File: src/rtl/filter_pkg.sv
// Shared definitions for the spatial-filter front end: FSM encoding,
// default frame geometry and the counter-width helper.
package filter_pkg;

    localparam logic [1:0] ST_IDLE   = 2'd0;
    localparam logic [1:0] ST_PRIME  = 2'd1;
    localparam logic [1:0] ST_STREAM = 2'd2;
    localparam logic [1:0] ST_DONE   = 2'd3;

    typedef enum logic [1:0] {
        S_IDLE   = ST_IDLE,
        S_PRIME  = ST_PRIME,
        S_STREAM = ST_STREAM,
        S_DONE   = ST_DONE
    } state_e;

    localparam int DEF_ROW_WIDTH  = 340;
    localparam int DEF_COL_HEIGHT = 240;
    localparam int DEF_MASK_WIDTH = 7;

    // Bits needed to hold 0..n-1; never narrower than one bit.
    function automatic int cnt_width(input int n);
        return (n <= 2) ? 1 : $clog2(n);
    endfunction

endpackage

File: src/rtl/pixel_pos_counter.sv
// Column/row position of the next pixel in raster order, with clear,
// enable and wrap at the end of a row and at the end of the frame.
module pixel_pos_counter
    import filter_pkg::*;
#(
    parameter int ROW_WIDTH  = DEF_ROW_WIDTH,
    parameter int COL_HEIGHT = DEF_COL_HEIGHT,
    parameter int CW         = cnt_width(DEF_ROW_WIDTH),
    parameter int RW         = cnt_width(DEF_COL_HEIGHT)
) (
    input  logic          clk,
    input  logic          reset,
    input  logic          clr,
    input  logic          en,
    output logic [CW-1:0] col,
    output logic [RW-1:0] row,
    output logic          last_col,
    output logic          last_pix
);

    localparam logic [CW-1:0] LAST_C = CW'(ROW_WIDTH - 1);
    localparam logic [RW-1:0] LAST_R = RW'(COL_HEIGHT - 1);

    logic [CW-1:0] col_q, col_d;
    logic [RW-1:0] row_q, row_d;
    logic          last_row;

    always_comb begin
        last_col = (col_q == LAST_C);
        last_row = (row_q == LAST_R);
        last_pix = last_col && last_row;
        col_d    = col_q;
        row_d    = row_q;
        if (clr) begin
            col_d = '0;
            row_d = '0;
        end else if (en) begin
            if (last_col) begin
                col_d = '0;
                row_d = last_row ? '0 : row_q + 1'b1;
            end else begin
                col_d = col_q + 1'b1;
            end
        end
    end

    always_ff @(posedge clk) begin
        if (!reset) begin
            col_q <= '0;
            row_q <= '0;
        end else begin
            col_q <= col_d;
            row_q <= row_d;
        end
    end

    assign col = col_q;
    assign row = row_q;

endmodule

File: src/rtl/row_buffer_ctrl.sv
// Frame sequencer for the row-buffer chain: accepts pixels, drives the
// shift enable, and flags complete border-free windows with their centre.
module row_buffer_ctrl
    import filter_pkg::*;
#(
    parameter int ROW_WIDTH  = DEF_ROW_WIDTH,
    parameter int COL_HEIGHT = DEF_COL_HEIGHT,
    parameter int MASK_WIDTH = DEF_MASK_WIDTH,
    localparam int CW        = cnt_width(ROW_WIDTH),
    localparam int RW        = cnt_width(COL_HEIGHT)
) (
    input  logic          clk,
    input  logic          reset,
    input  logic          frame_start,
    input  logic          pix_in_valid,
    output logic          pix_in_ready,
    output logic          shift_en,
    output logic [CW-1:0] col_cnt,
    output logic [RW-1:0] row_cnt,
    output logic          win_valid,
    output logic [RW-1:0] win_row,
    output logic [CW-1:0] win_col,
    output logic          frame_busy,
    output logic          frame_done,
    output logic          err_start,
    output logic [1:0]    state_dbg
);

    localparam logic [CW-1:0] EDGE_C = CW'(MASK_WIDTH - 1);
    localparam logic [RW-1:0] EDGE_R = RW'(MASK_WIDTH - 1);
    localparam logic [CW-1:0] HALF_C = CW'((MASK_WIDTH - 1) / 2);
    localparam logic [RW-1:0] HALF_R = RW'((MASK_WIDTH - 1) / 2);

    state_e        state_q, state_d;
    logic          err_start_q, err_start_d;
    logic          win_valid_q, win_valid_d;
    logic [RW-1:0] win_row_q, win_row_d;
    logic [CW-1:0] win_col_q, win_col_d;
    logic          accept, cnt_clr, last_col, last_pix, win_hit;

    // Handshake: a pixel transfers on any cycle where pix_in_valid and
    // pix_in_ready are both high; ready does not depend on valid, and
    // nothing shifts or counts on cycles without a transfer.
    assign pix_in_ready = (state_q == S_PRIME) || (state_q == S_STREAM);
    assign accept       = pix_in_valid && pix_in_ready;
    assign shift_en     = accept;

    pixel_pos_counter #(
        .ROW_WIDTH (ROW_WIDTH),
        .COL_HEIGHT(COL_HEIGHT),
        .CW        (CW),
        .RW        (RW)
    ) u_pos (
        .clk     (clk),
        .reset   (reset),
        .clr     (cnt_clr),
        .en      (accept),
        .col     (col_cnt),
        .row     (row_cnt),
        .last_col(last_col),
        .last_pix(last_pix)
    );

    always_comb begin
        state_d     = state_q;
        cnt_clr     = 1'b0;
        err_start_d = err_start_q;
        if (frame_start && (state_q != S_IDLE)) begin
            err_start_d = 1'b1;
        end
        case (state_q)
            S_IDLE: begin
                if (frame_start) begin
                    state_d = S_PRIME;
                    cnt_clr = 1'b1;
                end
            end
            S_PRIME: begin
                if (accept && (col_cnt == EDGE_C) && (row_cnt == EDGE_R)) begin
                    state_d = last_pix ? S_DONE : S_STREAM;
                end
            end
            S_STREAM: begin
                if (accept && last_col && last_pix) begin
                    state_d = S_DONE;
                end
            end
            S_DONE: begin
                state_d = S_IDLE;
                cnt_clr = 1'b1;
            end
            default: state_d = S_IDLE;
        endcase
    end

    // Once in STREAM every row is deep enough; only the column border applies.
    always_comb begin
        win_hit     = accept && (col_cnt >= EDGE_C) &&
                      ((state_q == S_STREAM) || (row_cnt >= EDGE_R));
        win_valid_d = win_hit;
        win_row_d   = win_hit ? row_cnt - HALF_R : win_row_q;
        win_col_d   = win_hit ? col_cnt - HALF_C : win_col_q;
    end

    always_ff @(posedge clk) begin
        if (!reset) begin
            state_q     <= S_IDLE;
            err_start_q <= 1'b0;
            win_valid_q <= 1'b0;
            win_row_q   <= '0;
            win_col_q   <= '0;
        end else begin
            state_q     <= state_d;
            err_start_q <= err_start_d;
            win_valid_q <= win_valid_d;
            win_row_q   <= win_row_d;
            win_col_q   <= win_col_d;
        end
    end

    assign win_valid  = win_valid_q;
    assign win_row    = win_row_q;
    assign win_col    = win_col_q;
    assign err_start  = err_start_q;
    assign frame_busy = (state_q == S_PRIME) || (state_q == S_STREAM);
    assign frame_done = (state_q == S_DONE);
    assign state_dbg  = state_q;

endmodule

File: config.mk
export PLATFORM = sky130hd
export DESIGN_NAME = row_buffer_ctrl
export DESIGN_NICKNAME = d
export VERILOG_FILES = /design/src/rtl/filter_pkg.sv /design/src/rtl/pixel_pos_counter.sv /design/src/rtl/row_buffer_ctrl.sv
export SDC_FILE = /design/constraint.sdc
export NUM_CORES = 1
export LEC_CHECK = 0
export CORE_MARGIN = 4
export CORE_UTILIZATION = 40
export DETAILED_ROUTE_END_ITERATION = 8
export PLACE_DENSITY = 0.77
export SYNTH_ARGS = -nofsm -noshare
export SYNTH_HDL_FRONTEND = slang
export SYNTH_HIERARCHICAL = 1
export SYNTH_SLANG_ARGS = --single-unit
File: constraint.sdc
create_clock -name clk -period 4.5 [get_ports clk]
set_input_delay 0.675 -clock clk [delete_from_list [all_inputs] [get_ports clk]]
set_output_delay 0.675 -clock clk [all_outputs]
set_load 0.01 [all_outputs]
After elaboration in Yosys (flattened, before gate mapping)
Cells that the tools add are included.

word-level totals
  flip-flop bits (word level) = 38
  bits of input ports = 4
  output and inout port bits = 42
  word-level logic and storage cells = 49

operators by class
  add/subtract/negate cells = 4
  magnitude comparators = 2
  equal/unequal tests = 10
  multiplexer cells = 9
  bitwise gates (word level) = 1
  reduce and logical (&&, ||, !) cells = 16

operator list
  operator                                                                  number
  9-bit by 1-bit adder with 9-bit output (second input constant)            1
  9-bit by 3-bit == test with 1-bit output (second input constant)          1
  9-bit == test (second input constant)                                     1
  9-bit by 3-bit >= comparator with 1-bit output (second input constant)    1
  1-bit logical AND                                                         9
  9-bit 2-to-1 mux                                                          1
  9-bit by 2-bit subtractor with 9-bit output (second input constant)       1
  8-bit by 1-bit adder with 8-bit output (second input constant)            1
  8-bit by 3-bit == test with 1-bit output (second input constant)          1
  8-bit == test (second input constant)                                     1
  8-bit by 3-bit >= comparator with 1-bit output (second input constant)    1
  8-bit 2-to-1 mux                                                          1
  2-bit one-hot mux with 4 select lines                                     1
  8-bit by 2-bit subtractor with 8-bit output (second input constant)       1
  2-bit 2-to-1 mux                                                          3
  2-bit == test (second input constant)                                     2
  2-bit by 1-bit inequality test with 1-bit output (second input constant)  2
  3-bit AND reduction                                                       1
  2-bit by 1-bit == test with 1-bit output (second input constant)          1
  2-bit zero test                                                           1
  1-bit logical OR                                                          2
  1-bit 2-to-1 mux                                                          2
  2-bit inequality test (second input constant)                             1
  1-bit one-hot mux with 2 select lines                                     1
  4 further kinds                                                           4

Depth between registers and ports, before layout
Gate-level depths: netlist (run 1).

  word-level depth = 7
  mapped depth = 8
  mapped depth without buffers = 8

Modules after synthesis
Netlist (run 1), hierarchy kept.

modules (own cells, without submodules)
  module             instances  cells each  area an instance (um2)  sequential area each (um2)
  row_buffer_ctrl    1          135         1234.9                  420.4
  pixel_pos_counter  1          96          870.8                   340.3

Worst setup path after synthesis (run 1)
Ideal clock, no wire load.

  path type = flip-flop to flip-flop
  start = reg state_q[0], in the netlist state_dbg[0]
  end = reg win_col_q[3], in the netlist win_col[3]
  library setup time = 0.086 ns
  arrival = 2.163 ns
  data required time = 4.414 ns
  path slack = 2.251 ns
  stages on the path, launching flop included = 8
  path buffers = 1
  period minus slack after synthesis = 2.249 ns
  cells stage by stage = dfxtp_1 > inv_1 > ha_1 > and2_1 > o41a_1 > clkbuf_1 > a21oi_1 > a211oi_1

between the ends
  longest elaborated chain between the ends = 5
  elaborated cells between the ends (all ways) = 7
  classes of those cells = eq/ne (2); reduce/logical (5)

ends and longest elaborated chain
  item                                                                       RTL line                text
  start: declaration                                                         row_buffer_ctrl.sv:34   state_e state_q, state_d;
  start signal: assignment                                                   row_buffer_ctrl.sv:113  state_q <= state_d;
  2-bit by 1-bit == test with 1-bit output or 2-bit == test (tied branches)  -
  1-bit logical OR (*)                                                       -
  named net frame_busy                                                       row_buffer_ctrl.sv:23   output logic frame_busy,
  1-bit logical AND (*)                                                      row_buffer_ctrl.sv:45   assign accept = pix_in_valid && pix_in_ready;
  named net shift_en                                                         row_buffer_ctrl.sv:17   output logic shift_en,
  1-bit logical AND (*) (2 in a row)                                         row_buffer_ctrl.sv:98   win_hit = accept && (col_cnt >= EDGE_C) &&
  end signal: assignment                                                     row_buffer_ctrl.sv:117  win_col_q <= win_col_d;
  end: declaration                                                           row_buffer_ctrl.sv:38   logic [CW-1:0] win_col_q, win_col_d;

Mark *: on every way through the listed nets, which the timed path passes. The rest lies on a longest branch.
A chain may end at the register's enable or synchronous reset.

Worst setup path in the final report (run 1)
  start = reg state_q[0], in the netlist state_dbg[0]
  end = out shift_en

between the ends
  longest elaborated chain between the ends = 3
  elaborated cells between the ends (all ways) = 4
  classes of those cells = eq/ne (2); reduce/logical (2)

ends and longest elaborated chain
  item                                                                       RTL line               text
  2-bit by 1-bit == test with 1-bit output or 2-bit == test (tied branches)  row_buffer_ctrl.sv:44  assign pix_in_ready = (state_q == S_PRIME) || (state_q == S_STREAM);
  1-bit logical OR (*)                                                       row_buffer_ctrl.sv:44
  1-bit logical AND (*)                                                      row_buffer_ctrl.sv:45
  end: declaration                                                           row_buffer_ctrl.sv:17

Mark *: on every way between the ends. The rest lies on a longest branch, timed or not.

==> summary.md, run 1 <==
| Metric | Value |
|---|---|
| Status | completed |
| Worst-case vdd ir drop | 182 uV |
| Commonest cells post-synth | dfxtp_1 (38), a21oi_1 (20), nor2_1 (20) |
| Core area | 0.00511 mm2 |
| Largest net degree at the start of global routing | 17 |
| Global-route wire length before repair | 8100 um |
| Clock slew at reported path FFs | 0.07 ns |
| CTS root buffer | clkbuf_8 |
| Input/output buffers | 45 |
| Final Skew | 0.00340 ns |
| DRT iter0 DRCs | 71 |
| Total gr overflow | 0 |
| Top Usage Layer GRT | met2 |
| Crit-path leading delay family | buffers and inverters |
| Fmax | 0.330 GHz |
| Flop pwr share | 38.5% |
| Critical path data required time | 3.83 ns |
| Clk pwr share | 36.5% |
| Seq/Total Area, Yosys | 36.1% |
| # rows | 26 |
| Top_reg_cell synth | dfxtp_1 |
| Max Transition Viols Final | 0 |
| Minimum clock period | 3.03 ns |
| DRC viols | 0 |
| Switch Pwr | 0.277 mW |
| Critical Path Fanout Max | 12 |
| WL per Instance | 14.5 um |
| Routed via count | 1,849 |
| Die Span Y | 80.6 um |
| Post-cts sizing count | 0 |
| DR vias/cell | 5.38 |
| Fraction of registers with async set/reset | 0% |
| Final Hold Viols | 0 |
| Nets | 287 |
| Die ar. | 0.00649 mm2 |
| Cell Int Power | 0.697 mW |
| Seq cells post-synth | 38 |
| Avg Inst Size Synth | 9.12 um2 |
| Max-Cap Viols | 0 |
| RSZ-0062 raised after global routing | false |
| CP Buf/Inv Count | 2 |
| Post-Layout Inst Area | 0.00270 mm2 |
| Cell with the most instances after synthesis | dfxtp_1 |
| CTS tree | done |
| Library cells used by synthesis | 50 |
| Top cells by area, synth | dfxtp_1 (36%), ha_1 (5.9%), xnor2_1 (5.4%) |
| Max stage delay on crit path | 0.63 ns |
| Vias in the first global route | 1,724 |
| Slowest CP cell | clkdlybuf4s50_1 |
| Cts bufs inserted | 5 |
| Layout area overhead | 28.4% |
| Synth Instances | 231 |
| CP Launch Type | flip-flop |
| Crit. End Element | primary output |
| Crit share post-route | 67.3% |
| Layout cell share with drive strength beyond 1 | 9.12% |
| Post-DP HPWL | 3620 um |
| Num Clock Sinks | 38 |
| FF-to-FF setup slack | 1.89 ns |
| GRT met1 Usage | 19.8% |
| Worst-Margin Slew | 0.701 ns |
| Die Width | 80.6 um |
| Drt first pass iters | 4 |
| GRT Overall Usage | 15.7% |
| Slew margin rel. | 53.2% |
| Hold Path Class | reg -> reg |
| Power Dens Cells | 360 mW/mm2 |
| Diodes inserted | 0 |
| Post-synth EDFFs | 0 |
| Synth top area share | 36.1% |
| Initial antenna violation count | 0 |
| Combinational share of power | 25.0% |
| Ys Warns | 6 |
| CP Cell Sequence | inv_1 > ha_1 > and2_1 > clkdlybuf4s50_1 |
| Total negative setup slack | 0 ns |
| P_leak | 1.00 nW |
| Synthesized cell area | 0.00211 mm2 |
| Clk Latency, worst-skew pair | 0.29 ns |
| Clock Tree Buf Depth | 2 |
| # H-tree levels | 2 |
| Final Setup Violations | 0 |
| Critical path class | reg -> out |
| Hold Worst Slack | 0.474 ns |
| Setup Buffers After CTS | 0 |
| Routed WL | 5000 um |
| Syn nets | 245 |
| RePlAce Congestion | 0.842 |
| Critical path arrival | 2.36 ns |
| Antenna-violating nets left | 0 |
| Switching share of power | 28.5% |
| Initial core utilization | 41.2% |
| Post-synth top area cell | dfxtp_1 |
| Final Util | 52.9% |
| Cts hold-fix bufs | 0 |
| Placed Area | 0.00256 mm2 |
| Met3 Use GR | 3.81% |
| IO Count | 46 |
| Met2 GRT Util | 26.9% |
stage by stage:
step	setup slack [ns]	cells	power [mW]
floorplan	2.25	231	0.546
global placement	1.63	336	0.622
detailed placement	1.60	336	0.627
CTS	1.47	344	0.981
global route	1.32	344	1.02
finish	1.47	344	0.974
path summary, 6_finish.rpt:
check	endpoint	cells after the start	from
worst max-delay path	shift_en	4	state_dbg[0]
worst min-delay path	err_start	2	err_start
worst max register to register	win_row[4]	6	state_dbg[0]
worst min register to register	err_start	2	err_start
worst register-to-register path, delay by kind of cell (launching register included):
family                   cells  cell delay (ns)
adder cells (fa/ha/maj)      1             0.42
flip-flops                   1             0.45
AND/OR/NAND/NOR              1             0.47
buffers and inverters        1             0.10
AO/OA/AOI/OAI                3             1.09
flip-flops by register name, summed over array words and instances, names as in the netlist:
register / flops
win_valid: 1
state_dbg: 2
err_start: 1
u_pos/col: 9
win_col: 9
win_row: 8
u_pos/row: 8
layout by cell type (no fill, tap or decap), drive strengths merged, types with 2 or more instances in the layout:
cell and instances:
o21ai 10, mux2i 3, a211oi 11, a21oi 20
xnor2 13, or3 2, and3 4, nor4 3
dfxtp 38, nor2b 2, o211a 4, o41ai 2
nand3 10, clkbuf 6, xor2 8, nand4 6
nand2 18, and2 3, or4 2, nor2 21
ha 10, nor3 6, bufinv 2, a32o 4
nand2b 2, clkdlybuf4s50 45, nor3b 2, inv 6
and4bb 2
layout make-up:
class	count	area (um2)
sequential	38	761
tap	70	87.6
fill	488	2400
timing repair buffer	45	450
clock inverter	2	60.1
clock buffer	6	82.6
multi-input combinational	177	1240
inverter	6	22.5
layer usage:
metal / wire length, um / vias to the layer above / part of all wire (%)
li1: - / 925 / -
met5: 0 / - / 0
met1: 2260 / 881 / 45
met4: 30 / 0 / 0.60
met3: 233 / 5 / 4.7
met2: 2470 / 38 / 49
power groups by stage:
| stage | clock network (mW) | logic, mW | registers (mW) |
|---|---|---|---|
| 5_1_grt | 0.374 | 0.264 | 0.379 |
| 4_1_cts | 0.361 | 0.245 | 0.375 |
| 2_1_floorplan | 0 | 0.163 | 0.383 |
| 3_3_place_gp | 0 | 0.240 | 0.382 |
| 6_report | 0.355 | 0.244 | 0.375 |
| 3_5_place_dp | 0 | 0.244 | 0.383 |
cell families (layout without fill, tap and decap cells):
group	Yosys count	after routing	share of synthesized area, %
compound gates	56	56	18.5
xor+xnor	21	21	8.73
fa+ha+maj	10	10	5.94
buf+inv	16	59	4.99
flops	38	38	36.1
mux	3	3	1.43
simple gates	87	87	24.3
(Power assumes the default switching activity.)
==> inputs of run 2 (changes only) <==
==> constraint.sdc (replaced) <==
create_clock -name clk -period 3 [get_ports clk]
set_input_delay 0.45 -clock clk [delete_from_list [all_inputs] [get_ports clk]]
set_output_delay 0.45 -clock clk [all_outputs]
set_load 0.01 [all_outputs]
==> run 2 against run 1 <==
Setup slack lost 1.0 ns. Global-route usage up 0.59 points. Power rose by 33%. Non-clock buffer count grew 3. Critical endpoint unchanged. Highest routed layer unchanged.
==> summary.md, run 2 (synthesis gave the netlist of run 1 again) <==
| Metric | Value |
|---|---|
| Clk Latency, worst-skew pair | 0.29 ns |
| CTS tree | done |
| Critical path data required time | 2.55 ns |
| Hold Path Class | reg -> reg |
| Cts bufs inserted | 5 |
| Critical Path Fanout Max | 7 |
| Initial antenna violation count | 0 |
| Routed WL | 5040 um |
| Vias in the first global route | 1,783 |
| Placed Cells | 339 |
| Most frequent cells in the layout | clkdlybuf4s50_1 (45), dfxtp_1 (38), a21oi_1 (20), nor2_1 (20), nand2_1 (18) |
| Cts hold-fix bufs | 0 |
| Initial core utilization | 41.2% |
| HP Start | win_row[2] |
| RePlAce Congestion | 0.796 |
| Non-filler cells, final | 347 |
| Die Span Y | 80.6 um |
| Max-Cap Viols | 0 |
| Drt first pass iters | 4 |
| Routed via count | 1,876 |
| Power Dens Cells | 483 mW/mm2 |
| Fmax | 0.394 GHz |
| Largest net degree at the start of global routing | 17 |
| Total gr overflow | 0 |
| Post-DP HPWL | 3710 um |
| Critical path class | reg -> out |
| Total power | 1.29 mW |
| Max stage delay on crit path | 0.59 ns |
| Clock Tree Buf Depth | 2 |
| DR vias/cell | 5.41 |
| Clock slew at reported path FFs | 0.07 ns |
| Core area | 0.00511 mm2 |
| Final Setup Violations | 0 |
| GRT Overall Usage | 16.3% |
| Critical path arrival | 2.09 ns |
| Die Width | 80.6 um |
| Total negative setup slack | 0 ns |
| Crit. End Element | primary output |
| DRT iter0 DRCs | 113 |
| CP Launch Type | flip-flop |
| CTS root buffer | clkbuf_8 |
| Input/output buffers | 45 |
| Diodes inserted | 0 |
| Antenna-violating nets left | 0 |
| Layout area overhead | 27.0% |
| Die ar. | 0.00649 mm2 |
| FF-to-FF Start | state_dbg[0] |
| # H-tree levels | 2 |
| Slew margin rel. | 55.1% |
| P_leak | 0.994 nW |
| Worst-case vdd ir drop | 268 uV |
| Final Hold Viols | 0 |
| Crit share post-route | 84.6% |
| # rows | 26 |
| Layout cell share with drive strength beyond 1 | 9.75% |
| Status | completed |
| Max Transition Viols Final | 0 |
| FF-to-FF setup slack | 0.66 ns |
| Slowest CP cell | clkdlybuf4s50_1 |
| Setup Buffers After CTS | 0 |
| Global-route wire length before repair | 8320 um |
| Worst-Margin Slew | 0.674 ns |
| RSZ-0062 raised after global routing | false |
| CP Launch Point | state_dbg[0] |
| DRC viols | 0 |
| Post-cts sizing count | 0 |
| Final Util | 52.4% |
| Commonest non-fill, non-tap cell in the layout | clkdlybuf4s50_1 |
| CP Cell Sequence | inv_1 > ha_1 > and2_1 > clkdlybuf4s50_1 |
| # fillers | 486 |
| WL per Instance | 14.5 um |
| Num Clock Sinks | 38 |
| IO Count | 46 |
| Nets | 290 |
| Final Skew | 0.00525 ns |
| Minimum clock period | 2.54 ns |
run 2: layout make-up:
cell class,count,area (um2),area share [%]
Multi-Input combinational cell,177,1240,46.4
Sequential cell,38,761,28.4
Timing Repair Buffer,48,473,17.7
Tap cell,70,87.6,3.27
Clock buffer,7,86.3,3.23
Inverter,6,22.5,0.842
Clock inverter,1,5.00,0.187
run 2: worst paths after layout:
| path | to | depth (start not counted) |
|---|---|---|
| worst min register to register | win_row[2] | 2 |
| worst min-delay path | win_row[2] | 2 |
| worst max-delay path | shift_en | 4 |
| worst max register to register | win_col[3] | 6 |
run 2: layer usage:
| metal | vias to the layer above | wire length, um | track usage, % |
|---|---|---|---|
| met4 | 0 | 51 | 5.57 |
| met5 | - | 0 | 0 |
| li1 | 936 | - | - |
| met3 | 5 | 252 | 3.59 |
| met1 | 890 | 2330 | 20.9 |
| met2 | 45 | 2410 | 26.8 |
run 2: where the power goes:
part           internal (mW)  switching (mW)
Clock                  0.185           0.174
Sequential             0.526          0.0370
Combinational          0.172           0.199
run 2: critical path, delay by kind of cell (launching register included):
| kind | cells | cell delay, ns |
|---|---|---|
| simple gates | 1 | 0.26 |
| fa+ha+maj | 1 | 0.40 |
| buf+inv | 2 | 0.69 |
| flops | 1 | 0.45 |
run 2: stage by stage:
stage                     setup slack [ns]  instance area (um2)  hold slack, ns
after floorplan                      0.751                 2110           0.494
after global placement               0.764                 2580           0.461
after detailed placement             0.707                 2580           0.467
after CTS                            0.449                 2680           0.486
after global routing                 0.317                 2680           0.504
final                                0.463                 2680           0.484
